## src/rtl/fwd_hazard_unit.sv

```systemverilog
// fwd_hazard_unit: forwarding-select and load-use hazard controller for a
// 5-stage pipeline. Tracks the destination of each in-flight instruction in
// EX/MEM/WB slots, registers per-source forwarding selects for the
// instruction entering EX, and stalls ID on load-use hazards.
//
// Optional feature macro: FWD_WB_BYPASS_EN
//   defined   -> a hit on the WB slot selects 2'b11 (read-before-write regfile)
//   undefined -> a WB hit selects 2'b00 (write-first regfile covers it)
//
// FSM states:
//   state    | meaning
//   ST_RUN   | pipeline advancing normally, no load-use hold
//   ST_STALL | previous cycle held ID and injected a bubble into EX
module fwd_hazard_unit #(
  parameter int REG_AW     = 5,
  parameter int NUM_SRC    = 2,
  parameter int LOAD_STALL = 1
) (
  input  logic                      clk,
  input  logic                      rst_n,
  input  logic [NUM_SRC*REG_AW-1:0] id_src_i,
  input  logic [NUM_SRC-1:0]        id_src_used_i,
  input  logic [REG_AW-1:0]         id_rd_i,
  input  logic                      id_reg_write_i,
  input  logic                      id_mem_read_i,
  input  logic                      id_flush_i,
  input  logic                      mem_freeze_i,
  output logic                      stall_o,
  output logic [2*NUM_SRC-1:0]      fwd_sel_o,
  output logic [15:0]               stall_count_o
);

  localparam logic [1:0] SEL_RF     = 2'b00;
  localparam logic [1:0] SEL_MEM_WB = 2'b01;
  localparam logic [1:0] SEL_EX_MEM = 2'b10;
`ifdef FWD_WB_BYPASS_EN
  localparam logic [1:0] SEL_WB     = 2'b11;
`else
  localparam logic [1:0] SEL_WB     = 2'b00;
`endif

  typedef struct packed {
    logic              valid;
    logic [REG_AW-1:0] rd;
    logic              reg_write;
    logic              is_load;
  } slot_t;

  typedef enum logic {
    ST_RUN   = 1'b0,
    ST_STALL = 1'b1
  } state_t;

  slot_t                s0_q, s0_d;
  slot_t                s1_q, s1_d;
  slot_t                s2_q, s2_d;
  logic [2*NUM_SRC-1:0] fwd_sel_q, fwd_sel_d;
  logic [15:0]          stall_count_q, stall_count_d;
  state_t               state_q, state_d;

  logic [NUM_SRC-1:0]   hit_s0, hit_s1, hit_s2;
  logic                 load_hazard;
  logic                 bubble;

  // A slot only produces a forward when it really writes a non-zero register
  function automatic logic slot_hit(input slot_t s,
                                    input logic [REG_AW-1:0] src,
                                    input logic used);
    return used && s.valid && s.reg_write && (s.rd == src) && (s.rd != '0);
  endfunction

  // Per-source slot hits and load-use detection; a load in slot k is still
  // unavailable while k is below the configured load latency
  always_comb begin
    hit_s0      = '0;
    hit_s1      = '0;
    hit_s2      = '0;
    load_hazard = 1'b0;
    for (int i = 0; i < NUM_SRC; i++) begin
      hit_s0[i] = slot_hit(s0_q, id_src_i[i*REG_AW +: REG_AW], id_src_used_i[i]);
      hit_s1[i] = slot_hit(s1_q, id_src_i[i*REG_AW +: REG_AW], id_src_used_i[i]);
      hit_s2[i] = slot_hit(s2_q, id_src_i[i*REG_AW +: REG_AW], id_src_used_i[i]);
      if (hit_s0[i] && s0_q.is_load) begin
        load_hazard = 1'b1;
      end
      if ((LOAD_STALL > 1) && hit_s1[i] && s1_q.is_load) begin
        load_hazard = 1'b1;
      end
      if ((LOAD_STALL > 2) && hit_s2[i] && s2_q.is_load) begin
        load_hazard = 1'b1;
      end
    end
  end

  // Flush kills the hazard outright; a frozen pipeline never stalls on top
  always_comb begin
    stall_o = load_hazard && !id_flush_i && !mem_freeze_i;
    bubble  = stall_o || id_flush_i;
  end

  // Slot shift on advance; EX receives a bubble on stall or flush
  always_comb begin
    s0_d = s0_q;
    s1_d = s1_q;
    s2_d = s2_q;
    if (!mem_freeze_i) begin
      s2_d = s1_q;
      s1_d = s0_q;
      if (bubble) begin
        s0_d = '0;
      end else begin
        s0_d.valid     = 1'b1;
        s0_d.rd        = id_rd_i;
        s0_d.reg_write = id_reg_write_i;
        s0_d.is_load   = id_mem_read_i;
      end
    end
  end

  // Forwarding selects for the instruction entering EX; youngest hit wins
  always_comb begin
    fwd_sel_d = fwd_sel_q;
    if (!mem_freeze_i) begin
      fwd_sel_d = '0;
      if (!bubble) begin
        for (int i = 0; i < NUM_SRC; i++) begin
          if (hit_s0[i]) begin
            fwd_sel_d[2*i +: 2] = SEL_EX_MEM;
          end else if (hit_s1[i]) begin
            fwd_sel_d[2*i +: 2] = SEL_MEM_WB;
          end else if (hit_s2[i]) begin
            fwd_sel_d[2*i +: 2] = SEL_WB;
          end else begin
            fwd_sel_d[2*i +: 2] = SEL_RF;
          end
        end
      end
    end
  end

  // Observation FSM: follows stall, frozen together with the pipeline
  always_comb begin
    state_d = state_q;
    if (!mem_freeze_i) begin
      case (state_q)
        ST_RUN:   if (stall_o)  state_d = ST_STALL;
        ST_STALL: if (!stall_o) state_d = ST_RUN;
        default:                state_d = ST_RUN;
      endcase
    end
  end

  // Saturating stall-cycle counter
  always_comb begin
    stall_count_d = stall_count_q;
    if (stall_o && (stall_count_q != 16'hFFFF)) begin
      stall_count_d = stall_count_q + 16'd1;
    end
  end

  // State registers
  always_ff @(posedge clk or negedge rst_n) begin
    if (!rst_n) begin
      s0_q          <= '0;
      s1_q          <= '0;
      s2_q          <= '0;
      fwd_sel_q     <= '0;
      stall_count_q <= '0;
      state_q       <= ST_RUN;
    end else begin
      s0_q          <= s0_d;
      s1_q          <= s1_d;
      s2_q          <= s2_d;
      fwd_sel_q     <= fwd_sel_d;
      stall_count_q <= stall_count_d;
      state_q       <= state_d;
    end
  end

  assign fwd_sel_o     = fwd_sel_q;
  assign stall_count_o = stall_count_q;

  // The observation state must always mirror the previous unfrozen cycle's stall
  a_state_tracks_stall: assert property (
    @(posedge clk) disable iff (!rst_n)
      !mem_freeze_i |=> (!rst_n || ((state_q == ST_STALL) == $past(stall_o)))
  );

endmodule

```

## config.mk

```make
export PLATFORM = sky130hd
export DESIGN_NAME = fwd_hazard_unit
export DESIGN_NICKNAME = d
export VERILOG_FILES = /design/src/rtl/fwd_hazard_unit.sv
export SDC_FILE = /design/constraint.sdc
export NUM_CORES = 1
export LEC_CHECK = 0
export ABC_AREA = 0
export BUFFER_PORTS_ARGS = -buffer_cell sky130_fd_sc_hd__buf_2
export CORE_ASPECT_RATIO = 1.5
export CORE_MARGIN = 2
export CORE_UTILIZATION = 47
export DETAILED_ROUTE_END_ITERATION = 10
export PLACE_DENSITY = 0.75
export SETUP_SLACK_MARGIN = 0.2
export SYNTH_ARGS = -nofsm -noshare
export SYNTH_HDL_FRONTEND = slang
export SYNTH_SLANG_ARGS = --single-unit
```

## constraint.sdc

```tcl
create_clock -name clk -period 2 [get_ports clk]
set_input_delay 0.3 -clock clk [delete_from_list [all_inputs] [get_ports clk]]
set_output_delay 0.3 -clock clk [all_outputs]
set_load 0.05 [all_outputs]
```

==> results of run 1 <==
synth_stat cells:
cell                             n
sky130_fd_sc_hd__a211oi_4        2
sky130_fd_sc_hd__a21o_1          1
sky130_fd_sc_hd__a22o_1          7
sky130_fd_sc_hd__a311o_1         1
sky130_fd_sc_hd__a32o_1          2
sky130_fd_sc_hd__and3_1          4
sky130_fd_sc_hd__and4_1          2
sky130_fd_sc_hd__and4_2          1
sky130_fd_sc_hd__buf_4           1
sky130_fd_sc_hd__buf_6           1
sky130_fd_sc_hd__clkbuf_1        1
sky130_fd_sc_hd__dfrtp_1        35
sky130_fd_sc_hd__dlygate4sd3_1   1
sky130_fd_sc_hd__ha_1            1
sky130_fd_sc_hd__inv_1           2
sky130_fd_sc_hd__mux2_2          8
sky130_fd_sc_hd__nand2_1         8
sky130_fd_sc_hd__nand2_4         1
sky130_fd_sc_hd__nand2b_1        1
sky130_fd_sc_hd__nand3_1         7
sky130_fd_sc_hd__nand4_1         5
sky130_fd_sc_hd__nand4_2         2
sky130_fd_sc_hd__nor2_1          4
sky130_fd_sc_hd__nor3_1          1
sky130_fd_sc_hd__nor4_1          3
sky130_fd_sc_hd__nor4_2          1
sky130_fd_sc_hd__o311a_1         2
sky130_fd_sc_hd__o41ai_1         2
sky130_fd_sc_hd__or3_1           2
sky130_fd_sc_hd__xnor2_1        18
sky130_fd_sc_hd__xor2_1         17
through the flow:
stage                     hold slack (ns)  TNS [ns]  setup slack [ns]  instances  utilization (%)
after floorplan                  0.004409    -1.017           -0.1101        144                -
after global placement             0.3999    -1.880           -0.1794        254            63.38
after detailed placement           0.4095    -2.604           -0.2286        254            63.38
after CTS                          0.1032    -2.547           -0.2408        269            68.43
after global routing               0.1388    -5.416           -0.3433        270            69.09
final                             0.08909    -3.034           -0.2735        270            69.09
layout make-up:
cell class                      count  area (sq um)
Timing Repair Buffer               80         519.2
Inverter                            2         7.507
Fill cell                         270          1117
Sequential cell                    35         888.4
Multi-Input combinational cell    103         952.2
Clock buffer                        7         76.32
Tap cell                           43         53.80
power groups by stage:
stage	clock [mW]	combinational (mW)	sequential [mW]
finish	0.465	0.208	0.773
global route	0.512	0.225	0.777
detailed placement	0	0.190	0.785
CTS	0.477	0.206	0.773
global placement	0	0.184	0.783
floorplan	0	0.100	0.779
registers in the layout (all words and copies together), names as in the netlist:
name           flops
stall_count_o     16
s0_q               8
s1_q               7
fwd_sel_o          4
metal layers:
layer / global-route usage (%) / vias to the layer above
met1: 25.00 / 743
met3: 3.947 / 14
met2: 42.44 / 45
li1: - / 685
met4: 10.51 / 0
met5: 0 / -
how the worst max path moves through the flow:
| stage | startpoint | slack [ns] | end |
|---|---|---|---|
| 2_1_floorplan | stall_count_o[9] | -0.11 | stall_count_o[8] |
| 3_3_place_gp | id_src_i[7] | -0.18 | stall_count_o[1] |
| 3_5_place_dp | id_src_i[7] | -0.23 | stall_count_o[1] |
| 4_1_cts | s0_q[2] | -0.24 | stall_o |
| 5_1_grt | s0_q[4] | -0.34 | stall_count_o[10] |
| 6_report | s0_q[4] | -0.27 | stall_o |
logic make-up after synthesis:
kind of cell | count (synthesis) | synth area share (%)
AO/OA/AOI/OAI | 17 | 10.04
XOR/XNOR | 35 | 17.45
adder cells (fa/ha/maj) | 1 | 0.7121
buffers and inverters | 6 | 2.279
flip-flops | 35 | 49.86
multiplexers | 8 | 5.128
AND/OR/NAND/NOR | 42 | 14.53
repair_timing:
item,in CTS,in global routing
setup buffers,8,1
hold buffers,0,0
endpoints found under the setup margin,27,29
pin swaps,12,4
resized for setup,9,3
==> report_table.html, run 1 <==
<table>
<tr><th>Metric</th><th>Value</th></tr>
<tr><th colspan="2">Global routing</th></tr>
<tr><td>Global-route wire length before repair</td><td>7.024 mm</td></tr>
<tr><td>Overflow left after global routing</td><td>0</td></tr>
<tr><td>Total track usage</td><td>between 20% and 30%</td></tr>
<tr><td>Maximum number of pins on one net before global-route repair</td><td>36</td></tr>
<tr><td>Number of global-route vias before repair</td><td>about 1,500</td></tr>
<tr><td>Initial antenna violation count</td><td>0</td></tr>
<tr><th colspan="2">Yosys</th></tr>
<tr><td>Cell types with the largest area share after synthesis</td><td>sky130_fd_sc_hd__dfrtp_1 (50%), sky130_fd_sc_hd__xnor2_1 (9.0%), sky130_fd_sc_hd__xor2_1 (8.5%)</td></tr>
<tr><td>Seq cells post-synth</td><td>35</td></tr>
<tr><td>Mean cell area of the mapped netlist</td><td>roughly 12 sq um</td></tr>
<tr><td>Most area-hungry cell type in the Yosys netlist</td><td>sky130_fd_sc_hd__dfrtp_1</td></tr>
<tr><td>Share of the yosys chip area belonging to registers</td><td>49.86%</td></tr>
<tr><td>Number of warnings reported in the yosys synthesis log</td><td>0</td></tr>
<tr><td>Synth Net Count</td><td>168</td></tr>
<tr><td>Number of distinct standard cells referenced by the synthesized netlist</td><td>31</td></tr>
<tr><td>Synthesized instance count</td><td>~140</td></tr>
<tr><td>Cell Area, Synth</td><td>around 1800 sq um</td></tr>
<tr><td>Synth top area share</td><td>49.86%</td></tr>
<tr><th colspan="2">Clocking</th></tr>
<tr><td>Clock transition at the register clock pins on the worst setup and hold paths after CTS</td><td>~0.070 ns</td></tr>
<tr><td>Root Buffer Master</td><td>sky130_fd_sc_hd__clkbuf_8</td></tr>
<tr><td>Worst-skew pair later-pin latency</td><td>0.28 ns</td></tr>
<tr><td>Clock net sink count</td><td>35</td></tr>
<tr><td>Largest buffer count on any clock path</td><td>2</td></tr>
<tr><td>Cts bufs inserted</td><td>5</td></tr>
<tr><td>Number of levels in the clock H-tree</td><td>2</td></tr>
<tr><td>CTS tree</td><td>built</td></tr>
<tr><th colspan="2">Detailed routing</th></tr>
<tr><td>Routed vias/inst</td><td>5.507</td></tr>
<tr><td>DR WL met3</td><td>about 180 um</td></tr>
<tr><td>Drc violations</td><td>0</td></tr>
<tr><td>Final wirelength</td><td>4.440 mm</td></tr>
<tr><td>Number of nets with antenna violations after detailed routing</td><td>0</td></tr>
<tr><td>Via count</td><td>approximately 1,500</td></tr>
<tr><td>Starting DRC count in detailed routing</td><td>27</td></tr>
<tr><td>DRT Pass-1 Iters</td><td>4</td></tr>
<tr><td>Routed wire per std cell</td><td>between 15 and 20 um</td></tr>
<tr><td>Detailed-route wire length on metal 1</td><td>around 1.6 mm</td></tr>
<tr><td>Sum of met2 wire segment lengths after detailed routing</td><td>2.529 mm</td></tr>
<tr><td>Highest routed layer</td><td>met4</td></tr>
<tr><th colspan="2">Placed design</th></tr>
<tr><td>Gp weighted congestion</td><td>0.7802</td></tr>
<tr><td>Half-perimeter wire length after detailed placement</td><td>between 3 and 4 mm</td></tr>
<tr><td>Port-buffer cells</td><td>43</td></tr>
<tr><td>Placed Instance Area</td><td>between 2000 and 2500 sq um</td></tr>
<tr><th colspan="2">Worst setup path</th></tr>
<tr><td>Slowest stage cell on the critical path</td><td>sky130_fd_sc_hd__dfrtp_2</td></tr>
<tr><td>Worst path cell trace</td><td>buf_4 &gt; or3_4 &gt; o311a_4 &gt; nand4_4 &gt; nand2_4 &gt; nand2_2 &gt; nor3_4 &gt; buf_6</td></tr>
<tr><td>Biggest cell delay along the critical path</td><td>around 0.42 ns</td></tr>
<tr><td>R2r endpoint</td><td>stall_count_o[10]</td></tr>
<tr><td>Buffers plus inverters on the worst setup path</td><td>2</td></tr>
<tr><td>Startpoint Class</td><td>flop</td></tr>
<tr><td>Worst reg2reg setup slack</td><td>-0.24 ns</td></tr>
<tr><td>Setup CP Type</td><td>reg -&gt; out</td></tr>
<tr><td>Arrival time worst endpoint</td><td>1.97 ns</td></tr>
<tr><td>Required arrival time at the worst endpoint</td><td>1.70 ns</td></tr>
<tr><td>CP Capture Type</td><td>primary output</td></tr>
<tr><td>Startpoint of the most critical register-to-register path</td><td>s0_q[4]</td></tr>
<tr><td>Logic depth of the worst path, buffers included</td><td>8</td></tr>
<tr><td>CP Max Fanout</td><td>4</td></tr>
<tr><td>Cell family with the largest share of critical-path delay</td><td>simple AND/OR/NAND/NOR gates</td></tr>
<tr><td>R2R cell count</td><td>10</td></tr>
<tr><th colspan="2">Floorplan</th></tr>
<tr><td>I/O pins</td><td>44</td></tr>
<tr><td>Initial core utilization</td><td>around half</td></tr>
<tr><td>Row count</td><td>27</td></tr>
<tr><td>Die Footprint</td><td>between 4000 and 5000 sq um</td></tr>
<tr><td>Vert. Die Dim</td><td>approximately 79 um</td></tr>
<tr><td>Die boundary width</td><td>53.92 um</td></tr>
<tr><td>Core area</td><td>3615 sq um</td></tr>
<tr><th colspan="2">Power</th></tr>
<tr><td>Sequential cell fraction of total power</td><td>a little over half</td></tr>
<tr><td>Proportion of total power due to net switching</td><td>around 25%</td></tr>
<tr><td>Power dissipated by switching net loads</td><td>about 0.36 mW</td></tr>
<tr><td>Clock network fraction of design power</td><td>~32%</td></tr>
<tr><td>Static power due to leakage</td><td>roughly 1.2 nW</td></tr>
<tr><td>P_int</td><td>roughly 1.1 mW</td></tr>
<tr><td>Power, Total</td><td>roughly 1.4 mW</td></tr>
<tr><td>Max IR drop VDD</td><td>around 0.60 mV</td></tr>
<tr><td>Comb pwr share</td><td>between 10% and 20%</td></tr>
<tr><td>Cell Pwr Density</td><td>a little under 600 nW/um^2</td></tr>
<tr><th colspan="2">Finish</th></tr>
<tr><td>Diode count</td><td>0</td></tr>
<tr><td>Final std cell area, no fill</td><td>2497 sq um</td></tr>
<tr><td>Net count reported at finish</td><td>~250</td></tr>
<tr><td>Commonest cells after routing, fill and taps aside</td><td>sky130_fd_sc_hd__buf_2 (42), sky130_fd_sc_hd__buf_4 (34), sky130_fd_sc_hd__dfrtp_1 (25), sky130_fd_sc_hd__xor2_1 (16), sky130_fd_sc_hd__xnor2_1 (16)</td></tr>
<tr><td>Most frequent standard cell in the layout excluding fill and tap cells</td><td>sky130_fd_sc_hd__buf_2</td></tr>
<tr><td>Area growth from synthesis to layout</td><td>42.17%</td></tr>
<tr><td>Proportion of layout cells with a drive suffix above 1</td><td>about 56%</td></tr>
<tr><th colspan="2">Timing</th></tr>
<tr><td>Total setup violations reported at the end of the flow</td><td>26</td></tr>
<tr><td>Final max-slew violation count</td><td>0</td></tr>
<tr><td>Maximum frequency from static timing analysis</td><td>439.8 MHz</td></tr>
<tr><td>Actual transition at the worst max-transition pin</td><td>around 0.77 ns</td></tr>
<tr><td>Setup slack of the critical path after layout</td><td>-0.2735 ns</td></tr>
<tr><td>Final Hold Viols</td><td>0</td></tr>
<tr><td>Final worst clock skew</td><td>approximately 0.010 ns</td></tr>
<tr><td>Final period demand of the worst path</td><td>roughly 2.3 ns</td></tr>
<tr><td>Max-slew headroom</td><td>between 40% and 50%</td></tr>
<tr><td>Portion of the clock cycle consumed by the worst path in the final layout</td><td>113.7%</td></tr>
<tr><td>Unrepaired setup endpoints after global routing</td><td>true</td></tr>
<tr><th colspan="2">Min path</th></tr>
<tr><td>Worst hold path type</td><td>in -&gt; async</td></tr>
<tr><th colspan="2">Run</th></tr>
<tr><td>Max_cap viols</td><td>0</td></tr>
<tr><th colspan="2">Run status</th></tr>
<tr><td>Status</td><td>complete, but fails checks</td></tr>
<tr><td>Violated checks</td><td>setup timing</td></tr>
</table>
(Power assumes the default switching activity.)
==> run 2, diff against run 1 <==
--- a/config.mk
+++ b/config.mk
@@ -8,7 +8,7 @@
 export ABC_AREA = 0
 export BUFFER_PORTS_ARGS = -buffer_cell sky130_fd_sc_hd__buf_2
 export CORE_ASPECT_RATIO = 1.5
-export CORE_MARGIN = 2
+export CORE_MARGIN = 5
 export CORE_UTILIZATION = 47
 export DETAILED_ROUTE_END_ITERATION = 10
 export PLACE_DENSITY = 0.75
==> run 2 against run 1 <==
Compared with the run above:
- first-iteration DRC count is 78% higher
- clock skew is essentially flat
- sequential share of layout area decreased by 0.54 points
- routed wire length rose by 5.5%
- maximum frequency is 1.0% higher
- the flow still finishes with violations (setup timing)
- non-clock buffer count rose by 2
- combinational power barely moved
- cell count increased by 1.1%
==> report_table.html, run 2 (synthesis results as in run 1) <==
<table>
<tr><th>Metric</th><th>Value</th></tr>
<tr><th colspan="2">Floorplan</th></tr>
<tr><td>I/O pins</td><td>44 (unchanged)</td></tr>
<tr><td>Row count</td><td>27 (unchanged)</td></tr>
<tr><td>Die boundary width</td><td>59.92 um (was 53.92 um)</td></tr>
<tr><td>Initial core utilization</td><td>48.15% (was 48.60%)</td></tr>
<tr><td>Vert. Die Dim</td><td>84.88 um (was 78.88 um)</td></tr>
<tr><td>Die Footprint</td><td>5085 sq um (was 4253 sq um)</td></tr>
<tr><td>Core area</td><td>3649 sq um (was 3615 sq um)</td></tr>
<tr><th colspan="2">Timing</th></tr>
<tr><td>Worst hold slack after final layout</td><td>0.08475 ns (was 0.08909 ns)</td></tr>
<tr><td>Final max-slew violation count</td><td>0 (unchanged)</td></tr>
<tr><td>Unrepaired setup endpoints after global routing</td><td>true (unchanged)</td></tr>
<tr><td>Actual transition at the worst max-transition pin</td><td>0.7551 ns (was 0.7693 ns)</td></tr>
<tr><td>Final period demand of the worst path</td><td>2.251 ns (was 2.274 ns)</td></tr>
<tr><td>Total setup violations reported at the end of the flow</td><td>27 (was 26)</td></tr>
<tr><td>Final worst clock skew</td><td>0.009549 ns (was 0.01001 ns)</td></tr>
<tr><td>Setup slack of the critical path after layout</td><td>-0.2508 ns (was -0.2735 ns)</td></tr>
<tr><td>Max-slew headroom</td><td>49.66% (was 48.71%)</td></tr>
<tr><td>Portion of the clock cycle consumed by the worst path in the final layout</td><td>112.5% (was 113.7%)</td></tr>
<tr><td>Final Hold Viols</td><td>0 (unchanged)</td></tr>
<tr><td>Maximum frequency from static timing analysis</td><td>444.3 MHz (was 439.8 MHz)</td></tr>
<tr><th colspan="2">Worst setup path</th></tr>
<tr><td>Slowest stage cell on the critical path</td><td>sky130_fd_sc_hd__dfrtp_2 (unchanged)</td></tr>
<tr><td>Startpoint of the most critical register-to-register path</td><td>s0_q[3] (was s0_q[4])</td></tr>
<tr><td>Worst path cell trace</td><td>buf_4 &gt; xor2_1 &gt; nor4_2 &gt; buf_4 &gt; nand4_4 &gt; nand2_4 &gt; nand2_2 &gt; nor3_4 &gt; buf_6 (was buf_4 &gt; or3_4 &gt; o311a_4 &gt; nand4_4 &gt; nand2_4 &gt; nand2_2 &gt; nor3_4 &gt; buf_6)</td></tr>
<tr><td>CP most frequent cell</td><td>sky130_fd_sc_hd__buf_4</td></tr>
<tr><td>Setup CP Type</td><td>reg -&gt; out (unchanged)</td></tr>
<tr><td>Buffers plus inverters on the worst setup path</td><td>3 (was 2)</td></tr>
<tr><td>CP Capture Type</td><td>primary output (unchanged)</td></tr>
<tr><td>Cell family with the largest share of critical-path delay</td><td>simple AND/OR/NAND/NOR gates (unchanged)</td></tr>
<tr><td>Biggest cell delay along the critical path</td><td>0.44 ns (was 0.42 ns)</td></tr>
<tr><td>Start point of the critical path</td><td>s0_q[3] (was s0_q[4])</td></tr>
<tr><td>Startpoint Class</td><td>flop (unchanged)</td></tr>
<tr><td>CP Max Fanout</td><td>4 (unchanged)</td></tr>
<tr><td>Arrival time worst endpoint</td><td>1.95 ns (was 1.97 ns)</td></tr>
<tr><td>Required arrival time at the worst endpoint</td><td>1.70 ns (about the same)</td></tr>
<tr><th colspan="2">Power</th></tr>
<tr><td>Power, Total</td><td>1.534 mW (was 1.445 mW)</td></tr>
<tr><td>Static power due to leakage</td><td>1.258 nW (was 1.234 nW)</td></tr>
<tr><td>Cell Pwr Density</td><td>604.8 nW/um^2 (was 578.7 nW/um^2)</td></tr>
<tr><td>Max IR drop VDD</td><td>0.5801 mV (was 0.6001 mV)</td></tr>
<tr><th colspan="2">Finish</th></tr>
<tr><td>Diode count</td><td>0 (unchanged)</td></tr>
<tr><td>Most frequent standard cell in the layout excluding fill and tap cells</td><td>sky130_fd_sc_hd__buf_2 (unchanged)</td></tr>
<tr><td>Non-Filler Instances</td><td>273 (was 270)</td></tr>
<tr><td>Commonest cells after routing, fill and taps aside</td><td>sky130_fd_sc_hd__buf_2 (42), sky130_fd_sc_hd__buf_4 (35), sky130_fd_sc_hd__dfrtp_1 (25), sky130_fd_sc_hd__xor2_1 (17), sky130_fd_sc_hd__xnor2_1 (16) (was sky130_fd_sc_hd__buf_2 (42), sky130_fd_sc_hd__buf_4 (34), sky130_fd_sc_hd__dfrtp_1 (25), sky130_fd_sc_hd__xor2_1 (16), sky130_fd_sc_hd__xnor2_1 (16))</td></tr>
<tr><td>Final std cell area, no fill</td><td>2536 sq um (was 2497 sq um)</td></tr>
<tr><td>Net count reported at finish</td><td>253 (was 251)</td></tr>
<tr><td>Proportion of layout cells with a drive suffix above 1</td><td>56.09% (was 55.51%)</td></tr>
<tr><td>Flip-flop count of the largest register after layout</td><td>16 (unchanged)</td></tr>
<tr><td>Final cell utilization of the core</td><td>69.51% (was 69.09%)</td></tr>
<tr><td>Area growth from synthesis to layout</td><td>44.37% (was 42.17%)</td></tr>
<tr><th colspan="2">Run status</th></tr>
<tr><td>Violated checks</td><td>setup timing (unchanged)</td></tr>
<tr><td>Status</td><td>complete, but fails checks (unchanged)</td></tr>
<tr><th colspan="2">Clocking</th></tr>
<tr><td>Largest buffer count on any clock path</td><td>2 (unchanged)</td></tr>
<tr><td>CTS tree</td><td>built (unchanged)</td></tr>
<tr><td>Worst-skew pair later-pin latency</td><td>0.29 ns (was 0.28 ns)</td></tr>
<tr><td>Number of levels in the clock H-tree</td><td>2 (unchanged)</td></tr>
<tr><td>Clock net sink count</td><td>35 (unchanged)</td></tr>
<tr><td>Hold_buf cts</td><td>0 (unchanged)</td></tr>
<tr><td>Clock transition at the register clock pins on the worst setup and hold paths after CTS</td><td>0.07 ns (about the same)</td></tr>
<tr><td>Root Buffer Master</td><td>sky130_fd_sc_hd__clkbuf_8 (unchanged)</td></tr>
<tr><td>Cts bufs inserted</td><td>5 (unchanged)</td></tr>
<tr><th colspan="2">Placed design</th></tr>
<tr><td>Number of cells after detailed placement</td><td>257 (was 254)</td></tr>
<tr><td>Port-buffer cells</td><td>43 (unchanged)</td></tr>
<tr><td>Half-perimeter wire length after detailed placement</td><td>3.385 mm (was 3.269 mm)</td></tr>
<tr><td>Placed Instance Area</td><td>2313 sq um (was 2291 sq um)</td></tr>
<tr><td>Gp weighted congestion</td><td>0.8828 (was 0.7802)</td></tr>
<tr><th colspan="2">Min path</th></tr>
<tr><td>Worst hold path type</td><td>in -&gt; async (unchanged)</td></tr>
<tr><th colspan="2">Detailed routing</th></tr>
<tr><td>DRT Pass-1 Iters</td><td>4 (unchanged)</td></tr>
<tr><td>Drc violations</td><td>0 (unchanged)</td></tr>
<tr><td>Number of nets with antenna violations after detailed routing</td><td>0 (unchanged)</td></tr>
<tr><td>Starting DRC count in detailed routing</td><td>48 (was 27)</td></tr>
<tr><td>Via count</td><td>1,483 (was 1,487)</td></tr>
<tr><td>Routed wire per std cell</td><td>17.16 um (was 16.44 um)</td></tr>
<tr><td>Final wirelength</td><td>4.686 mm (was 4.440 mm)</td></tr>
<tr><td>Routed vias/inst</td><td>5.432 (was 5.507)</td></tr>
<tr><th colspan="2">Global routing</th></tr>
<tr><td>Initial antenna violation count</td><td>0 (unchanged)</td></tr>
<tr><td>Maximum number of pins on one net before global-route repair</td><td>36 (unchanged)</td></tr>
<tr><td>Total track usage</td><td>20.34% (was 23.38%)</td></tr>
<tr><td>Number of global-route vias before repair</td><td>1,745 (was 1,497)</td></tr>
<tr><td>Overflow left after global routing</td><td>0 (unchanged)</td></tr>
<tr><td>Global-route wire length before repair</td><td>7.810 mm (was 7.024 mm)</td></tr>
<tr><th colspan="2">Run</th></tr>
<tr><td>Max_cap viols</td><td>0 (unchanged)</td></tr>
</table>
==> run 2: where the power goes <==
part | internal [mW] | switching (mW)
combinational | 0.111 | 0.0999
sequential | 0.737 | 0.0358
clock | 0.314 | 0.236
total | 1.16 | 0.372
==> run 2: cell type report <==
| class | count | area (sq um) |
|---|---|---|
| repair buffers | 82 | 538.0 |
| multi-input cells | 103 | 948.4 |
| clock buffers | 8 | 100.1 |
| inverters | 2 | 7.507 |
| flip-flops and latches | 35 | 888.4 |
| well taps | 43 | 53.80 |
| fillers | 271 | 1112 |
==> run 2: worst register-to-register path: stages (launching register included) <==
cell and delay (ns):
sky130_fd_sc_hd__dfrtp_2 0.44, sky130_fd_sc_hd__buf_4 0.15, sky130_fd_sc_hd__xor2_1 0.14, sky130_fd_sc_hd__nor4_2 0.19, sky130_fd_sc_hd__buf_4 0.18, sky130_fd_sc_hd__nand4_4 0.10
sky130_fd_sc_hd__buf_6 0.16, sky130_fd_sc_hd__a211oi_4 0.25, sky130_fd_sc_hd__buf_12 0.18, sky130_fd_sc_hd__nand4_1 0.13, sky130_fd_sc_hd__xnor2_1 0.23
==> run 2: stage by stage <==
stage               setup WS, ns  TNS (ns)
global placement         -0.1724    -1.935
floorplan                -0.1101    -1.017
detailed placement       -0.2319    -3.115
finish                   -0.2508    -4.063
global route             -0.3505    -6.614
CTS                      -0.2296    -3.491
==> run 2: worst paths after layout <==
| path | slack (ns) | cells after the start | endpoint |
|---|---|---|---|
| min reg2reg | 0.49 | 1 | stall_count_o[15] |
| max | -0.25 | 9 | stall_o |
| min in group clk | 0.24 | 2 | s0_q[3] |
| max reg2reg | -0.25 | 10 | stall_count_o[12] |
| min | 0.08 | 1 | s1_q[2] |
| max in group asynchronous | 1.39 | 1 | stall_count_o[11] |
==> run 2: layer usage <==
metal	up-vias	wire length, um	part of all wire [%]	GRT usage (%)
met1	731	1675	36	20.90
met4	0	128	2.7	9.476
li1	691	-	-	-
met3	15	242	5.2	4.262
met5	-	0	0	0
met2	46	2639	56	37.30
==> run 2: what timing repair did <==
item,4_1_cts,5_1_grt
cloned,0,0
endpoints found under the setup margin,27,28
gates resized for setup,10,3
pin swaps,12,2
setup buffers,8,0
==> run 3, diff against run 2 <==
--- a/config.mk
+++ b/config.mk
@@ -5,13 +5,13 @@
 export SDC_FILE = /design/constraint.sdc
 export NUM_CORES = 1
 export LEC_CHECK = 0
-export ABC_AREA = 0
+export ABC_AREA = 1
 export BUFFER_PORTS_ARGS = -buffer_cell sky130_fd_sc_hd__buf_2
 export CORE_ASPECT_RATIO = 1.5
 export CORE_MARGIN = 5
-export CORE_UTILIZATION = 47
+export CORE_UTILIZATION = 50
 export DETAILED_ROUTE_END_ITERATION = 10
-export PLACE_DENSITY = 0.75
+export PLACE_DENSITY = 0.76
 export SETUP_SLACK_MARGIN = 0.2
 export SYNTH_ARGS = -nofsm -noshare
 export SYNTH_HDL_FRONTEND = slang
==> run 3 against run 2 <==
Compared with the run above:
- the run now ends clean
- core utilization is 7.4 points lower
- clock skew down 0.00078 ns
- synthesized cell count is 130% higher
- critical path depth decreased by 1
- die area is 23% higher
- final area grew 12%
- register-to-register slack better by 0.54 ns
- highest routed layer unchanged
==> report_table.html, run 3 <==
<table>
<tr><th>Metric</th><th>Value</th></tr>
<tr><th colspan="2">Global routing</th></tr>
<tr><td>Overflow left after global routing</td><td>0 (unchanged)</td></tr>
<tr><td>Initial antenna violation count</td><td>0 (unchanged)</td></tr>
<tr><td>Total track usage</td><td>20.57% (was 20.34%)</td></tr>
<tr><td>Global-route wire length before repair</td><td>10.05 mm (was 7.810 mm)</td></tr>
<tr><td>Number of global-route vias before repair</td><td>2,348 (was 1,745)</td></tr>
<tr><td>Maximum number of pins on one net before global-route repair</td><td>25 (was 36)</td></tr>
<tr><th colspan="2">Detailed routing</th></tr>
<tr><td>Drc violations</td><td>0 (unchanged)</td></tr>
<tr><td>Number of nets with antenna violations after detailed routing</td><td>0 (unchanged)</td></tr>
<tr><td>Via count</td><td>2,311 (was 1,483)</td></tr>
<tr><td>Routed wire per std cell</td><td>13.30 um (was 17.16 um)</td></tr>
<tr><td>Routed vias/inst</td><td>5.113 (was 5.432)</td></tr>
<tr><td>Final wirelength</td><td>6.012 mm (was 4.686 mm)</td></tr>
<tr><td>Starting DRC count in detailed routing</td><td>103 (was 48)</td></tr>
<tr><td>DRT Pass-1 Iters</td><td>4 (unchanged)</td></tr>
<tr><th colspan="2">Floorplan</th></tr>
<tr><td>Initial core utilization</td><td>51.99% (was 48.15%)</td></tr>
<tr><td>Core area</td><td>4579 sq um (was 3649 sq um)</td></tr>
<tr><td>Row count</td><td>30 (was 27)</td></tr>
<tr><td>Die Footprint</td><td>6271 sq um (was 5085 sq um)</td></tr>
<tr><td>Die boundary width</td><td>66.35 um (was 59.92 um)</td></tr>
<tr><td>I/O pins</td><td>44 (unchanged)</td></tr>
<tr><td>Vert. Die Dim</td><td>94.52 um (was 84.88 um)</td></tr>
<tr><th colspan="2">Finish</th></tr>
<tr><td>Final std cell area, no fill</td><td>2845 sq um (was 2536 sq um)</td></tr>
<tr><td>Net count reported at finish</td><td>411 (was 253)</td></tr>
<tr><td>Proportion of layout cells with a drive suffix above 1</td><td>26.55% (was 56.09%)</td></tr>
<tr><td>Diode count</td><td>0 (unchanged)</td></tr>
<tr><td>Flip-flop count of the largest register after layout</td><td>16 (unchanged)</td></tr>
<tr><td>Most frequent standard cell in the layout excluding fill and tap cells</td><td>sky130_fd_sc_hd__nand2_1 (was sky130_fd_sc_hd__buf_2)</td></tr>
<tr><td>Area growth from synthesis to layout</td><td>19.50% (was 44.37%)</td></tr>
<tr><td>Filler cells</td><td>435 (was 271)</td></tr>
<tr><td>Commonest cells after routing, fill and taps aside</td><td>sky130_fd_sc_hd__nand2_1 (120), sky130_fd_sc_hd__buf_2 (42), sky130_fd_sc_hd__nor2_1 (32), sky130_fd_sc_hd__dfrtp_1 (30), sky130_fd_sc_hd__inv_1 (24) (was sky130_fd_sc_hd__buf_2 (42), sky130_fd_sc_hd__buf_4 (35), sky130_fd_sc_hd__dfrtp_1 (25), sky130_fd_sc_hd__xor2_1 (17), sky130_fd_sc_hd__xnor2_1 (16))</td></tr>
<tr><td>Non-Filler Instances</td><td>452 (was 273)</td></tr>
<tr><th colspan="2">Timing</th></tr>
<tr><td>Portion of the clock cycle consumed by the worst path in the final layout</td><td>94.08% (was 112.5%)</td></tr>
<tr><td>Post-route setup TNS</td><td>0 ns (was -4.063 ns)</td></tr>
<tr><td>Final period demand of the worst path</td><td>1.882 ns (was 2.251 ns)</td></tr>
<tr><td>Setup slack of the critical path after layout</td><td>0.1183 ns (was -0.2508 ns)</td></tr>
<tr><td>Total setup violations reported at the end of the flow</td><td>0 (was 27)</td></tr>
<tr><td>Final Hold Viols</td><td>0 (unchanged)</td></tr>
<tr><td>Max-slew headroom</td><td>49.44% (was 49.66%)</td></tr>
<tr><td>Unrepaired setup endpoints after global routing</td><td>true (unchanged)</td></tr>
<tr><td>Final max-slew violation count</td><td>0 (unchanged)</td></tr>
<tr><td>Actual transition at the worst max-transition pin</td><td>0.7556 ns (was 0.7551 ns)</td></tr>
<tr><td>Final worst clock skew</td><td>0.008773 ns (was 0.009549 ns)</td></tr>
<tr><td>Worst hold slack after final layout</td><td>0.2314 ns (was 0.08475 ns)</td></tr>
<tr><td>Maximum frequency from static timing analysis</td><td>531.4 MHz (was 444.3 MHz)</td></tr>
<tr><th colspan="2">Yosys</th></tr>
<tr><td>Share of flip-flops with an asynchronous set or reset</td><td>100.0% (unchanged)</td></tr>
<tr><td>Cell Area, Synth</td><td>2381 sq um (was 1757 sq um)</td></tr>
<tr><td>Most frequently used flop master after synthesis</td><td>sky130_fd_sc_hd__dfrtp_1 (unchanged)</td></tr>
<tr><td>Most instantiated library cell after synthesis</td><td>sky130_fd_sc_hd__nand2_1 (was sky130_fd_sc_hd__dfrtp_1)</td></tr>
<tr><td>Synthesized instance count</td><td>331 (was 144)</td></tr>
<tr><td>Number of enable flip-flop cells after synthesis</td><td>0 (unchanged)</td></tr>
<tr><td>Number of warnings reported in the yosys synthesis log</td><td>0 (unchanged)</td></tr>
<tr><td>Number of distinct standard cells referenced by the synthesized netlist</td><td>28 (was 31)</td></tr>
<tr><td>Synth Net Count</td><td>355 (was 168)</td></tr>
<tr><td>Share of the yosys chip area belonging to registers</td><td>36.78% (was 49.86%)</td></tr>
<tr><td>Mean cell area of the mapped netlist</td><td>7.193 sq um (was 12.20 sq um)</td></tr>
<tr><td>Synth top area share</td><td>36.78% (was 49.86%)</td></tr>
<tr><td>Seq cells post-synth</td><td>35 (unchanged)</td></tr>
<tr><td>Cell types with the largest area share after synthesis</td><td>sky130_fd_sc_hd__dfrtp_1 (37%), sky130_fd_sc_hd__nand2_1 (19%), sky130_fd_sc_hd__nor2_1 (5.5%) (was sky130_fd_sc_hd__dfrtp_1 (50%), sky130_fd_sc_hd__xnor2_1 (9.0%), sky130_fd_sc_hd__xor2_1 (8.5%))</td></tr>
<tr><td>Most area-hungry cell type in the Yosys netlist</td><td>sky130_fd_sc_hd__dfrtp_1 (unchanged)</td></tr>
<tr><td>Leading cell types by count after synthesis</td><td>sky130_fd_sc_hd__nand2_1 (123), sky130_fd_sc_hd__dfrtp_1 (35), sky130_fd_sc_hd__nor2_1 (35), sky130_fd_sc_hd__inv_1 (25), sky130_fd_sc_hd__nand3_1 (23) (was sky130_fd_sc_hd__dfrtp_1 (35), sky130_fd_sc_hd__xnor2_1 (18), sky130_fd_sc_hd__xor2_1 (17), sky130_fd_sc_hd__mux2_2 (8), sky130_fd_sc_hd__nand2_1 (8))</td></tr>
<tr><th colspan="2">Power</th></tr>
<tr><td>Sequential cell fraction of total power</td><td>50.8% (was 50.4%)</td></tr>
<tr><td>Power dissipated by switching net loads</td><td>0.4217 mW (was 0.3715 mW)</td></tr>
<tr><td>P_int</td><td>1.091 mW (was 1.162 mW)</td></tr>
<tr><td>Max IR drop VDD</td><td>0.4506 mV (was 0.5801 mV)</td></tr>
<tr><td>Proportion of total power due to net switching</td><td>27.88% (was 24.22%)</td></tr>
<tr><td>Static power due to leakage</td><td>1.502 nW (was 1.258 nW)</td></tr>
<tr><td>Comb pwr share</td><td>16.3% (was 13.7%)</td></tr>
<tr><td>Cell Pwr Density</td><td>531.6 nW/um^2 (was 604.8 nW/um^2)</td></tr>
<tr><td>Clock network fraction of design power</td><td>32.9% (was 35.8%)</td></tr>
<tr><th colspan="2">Worst setup path</th></tr>
<tr><td>Biggest cell delay along the critical path</td><td>0.46 ns (was 0.44 ns)</td></tr>
<tr><td>Setup CP Type</td><td>reg -&gt; out (unchanged)</td></tr>
<tr><td>Worst path cell trace</td><td>xnor2_2 &gt; nand2_1 &gt; nor2_2 &gt; nand2_2 &gt; nand2_4 &gt; nand2_4 &gt; inv_2 &gt; buf_8 (was buf_4 &gt; xor2_1 &gt; nor4_2 &gt; buf_4 &gt; nand4_4 &gt; nand2_4 &gt; nand2_2 &gt; nor3_4 &gt; buf_6)</td></tr>
<tr><td>CP Capture Type</td><td>primary output (unchanged)</td></tr>
<tr><td>Arrival time worst endpoint</td><td>1.58 ns (was 1.95 ns)</td></tr>
<tr><td>CP Max Fanout</td><td>5 (was 4)</td></tr>
<tr><td>CP most frequent cell</td><td>sky130_fd_sc_hd__nand2_4 (was sky130_fd_sc_hd__buf_4)</td></tr>
<tr><td>Slowest stage cell on the critical path</td><td>sky130_fd_sc_hd__dfrtp_2 (unchanged)</td></tr>
<tr><td>Required arrival time at the worst endpoint</td><td>1.70 ns (about the same)</td></tr>
<tr><td>Startpoint Class</td><td>flop (unchanged)</td></tr>
<tr><th colspan="2">Run</th></tr>
<tr><td>Max_cap viols</td><td>0 (unchanged)</td></tr>
<tr><th colspan="2">Clocking</th></tr>
<tr><td>CTS tree</td><td>built (unchanged)</td></tr>
<tr><td>Root Buffer Master</td><td>sky130_fd_sc_hd__clkbuf_8 (unchanged)</td></tr>
<tr><td>Largest buffer count on any clock path</td><td>2 (unchanged)</td></tr>
<tr><td>Clock net sink count</td><td>35 (unchanged)</td></tr>
<tr><td>Clock transition at the register clock pins on the worst setup and hold paths after CTS</td><td>0.08 ns (was 0.07 ns)</td></tr>
<tr><td>Worst-skew pair later-pin latency</td><td>0.29 ns (about the same)</td></tr>
<tr><td>Cts bufs inserted</td><td>5 (unchanged)</td></tr>
<tr><td>Number of levels in the clock H-tree</td><td>2 (unchanged)</td></tr>
<tr><th colspan="2">Placed design</th></tr>
<tr><td>Worst-case setup slack after placement</td><td>0.2971 ns (was -0.2319 ns)</td></tr>
<tr><td>Placed Instance Area</td><td>2635 sq um (was 2313 sq um)</td></tr>
<tr><td>Gp weighted congestion</td><td>0.9133 (was 0.8828)</td></tr>
<tr><td>Half-perimeter wire length after detailed placement</td><td>4.435 mm (was 3.385 mm)</td></tr>
<tr><td>Number of cells after detailed placement</td><td>433 (was 257)</td></tr>
<tr><td>Port-buffer cells</td><td>43 (unchanged)</td></tr>
<tr><th colspan="2">Run status</th></tr>
<tr><td>Status</td><td>completed (was complete, but fails checks)</td></tr>
<tr><th colspan="2">Min path</th></tr>
<tr><td>Worst hold path type</td><td>in -&gt; reg (was in -&gt; async)</td></tr>
</table>
==> run 3: cell types whose count changed after synthesis, moves of 11 or more <==
cell                      previous run  this run
sky130_fd_sc_hd__nand2_1             8       123
sky130_fd_sc_hd__nor2_1              4        35
sky130_fd_sc_hd__inv_1               2        25
sky130_fd_sc_hd__nand3_1             7        23
sky130_fd_sc_hd__nand4_1             5        20
sky130_fd_sc_hd__nand2_2             0        11
sky130_fd_sc_hd__xor2_1             17         6
==> run 3: per-layer routing <==
layer | up-vias | share of wire, % | track usage, % | wire length (um)
li1 | 1153 | - | - | -
met4 | 0 | 3.5 | 8.983 | 213
met3 | 18 | 3.1 | 3.214 | 187
met1 | 1080 | 39 | 22.72 | 2332
met2 | 60 | 55 | 37.86 | 3279
met5 | - | 0 | 0 | 0
==> run 3: layout make-up <==
class	count	area [sq um]	area share (%)
multi-input cells	256	1334	46.88
clock inverters	1	5.005	0.1759
repair buffers	61	362.8	12.75
clock buffers	7	76.32	2.682
inverters	28	105.1	3.694
well taps	64	80.08	2.814
flip-flops and latches	35	882.1	31.00
==> run 3: worst paths after layout <==
| kind | end | slack, ns | start | depth (start not counted) |
|---|---|---|---|---|
| max in group asynchronous | s0_q[4] | 0.85 | rst_n | 3 |
| max | stall_o | 0.12 | s0_q[3] | 8 |
| min reg2reg | s1_q[1] | 0.48 | s1_q[1] | 2 |
| min in group asynchronous | s1_q[6] | 0.52 | rst_n | 2 |
| max reg2reg | stall_count_o[4] | 0.29 | stall_count_o[0] | 7 |
| min | s0_q[2] | 0.23 | id_rd_i[0] | 3 |
==> run 3: per-stage QoR <==
step | util, % | power (mW)
floorplan | - | 0.9232
global placement | 57.54 | 0.9872
detailed placement | 57.54 | 0.9946
CTS | 60.90 | 1.509
global route | 62.13 | 1.589
finish | 62.13 | 1.513
==> run 3: critical path: cells and delay by family (launching register included) <==
family / cells / cell delay, ns
buf+inv: 2 / 0.21
flops: 1 / 0.46
xor+xnor: 1 / 0.19
simple gates: 5 / 0.44
==> run 3: logic make-up (layout without fill, tap and decap cells) <==
logic type / after synthesis / in the layout / share of synthesized area (%)
AND/OR/NAND/NOR: 224 / 224 / 43.46
buffers and inverters: 40 / 97 / 8.460
adder cells (fa/ha/maj): 1 / 1 / 0.5254
AO/OA/AOI/OAI: 8 / 8 / 1.682
flip-flops: 35 / 35 / 36.78
XOR/XNOR: 23 / 23 / 9.091
==> run 3: power by group through the flow <==
stage / Combinational (mW) / Sequential, mW / Clock, mW
global route: 0.279 / 0.772 / 0.538
floorplan: 0.153 / 0.770 / 0
CTS: 0.232 / 0.767 / 0.509
detailed placement: 0.213 / 0.782 / 0
finish: 0.246 / 0.768 / 0.498
global placement: 0.207 / 0.781 / 0
==> run 3: what timing repair did <==
| item | CTS | global route |
|---|---|---|
| gates cloned | 0 | 0 |
| pin swaps | 1 | 9 |
| endpoints found under the hold margin | 19 | 0 |
| hold buffers | 1 | 0 |
| endpoints found under the setup margin | 1 | 17 |
| resized for setup | 7 | 9 |
| setup buffers | 6 | 4 |
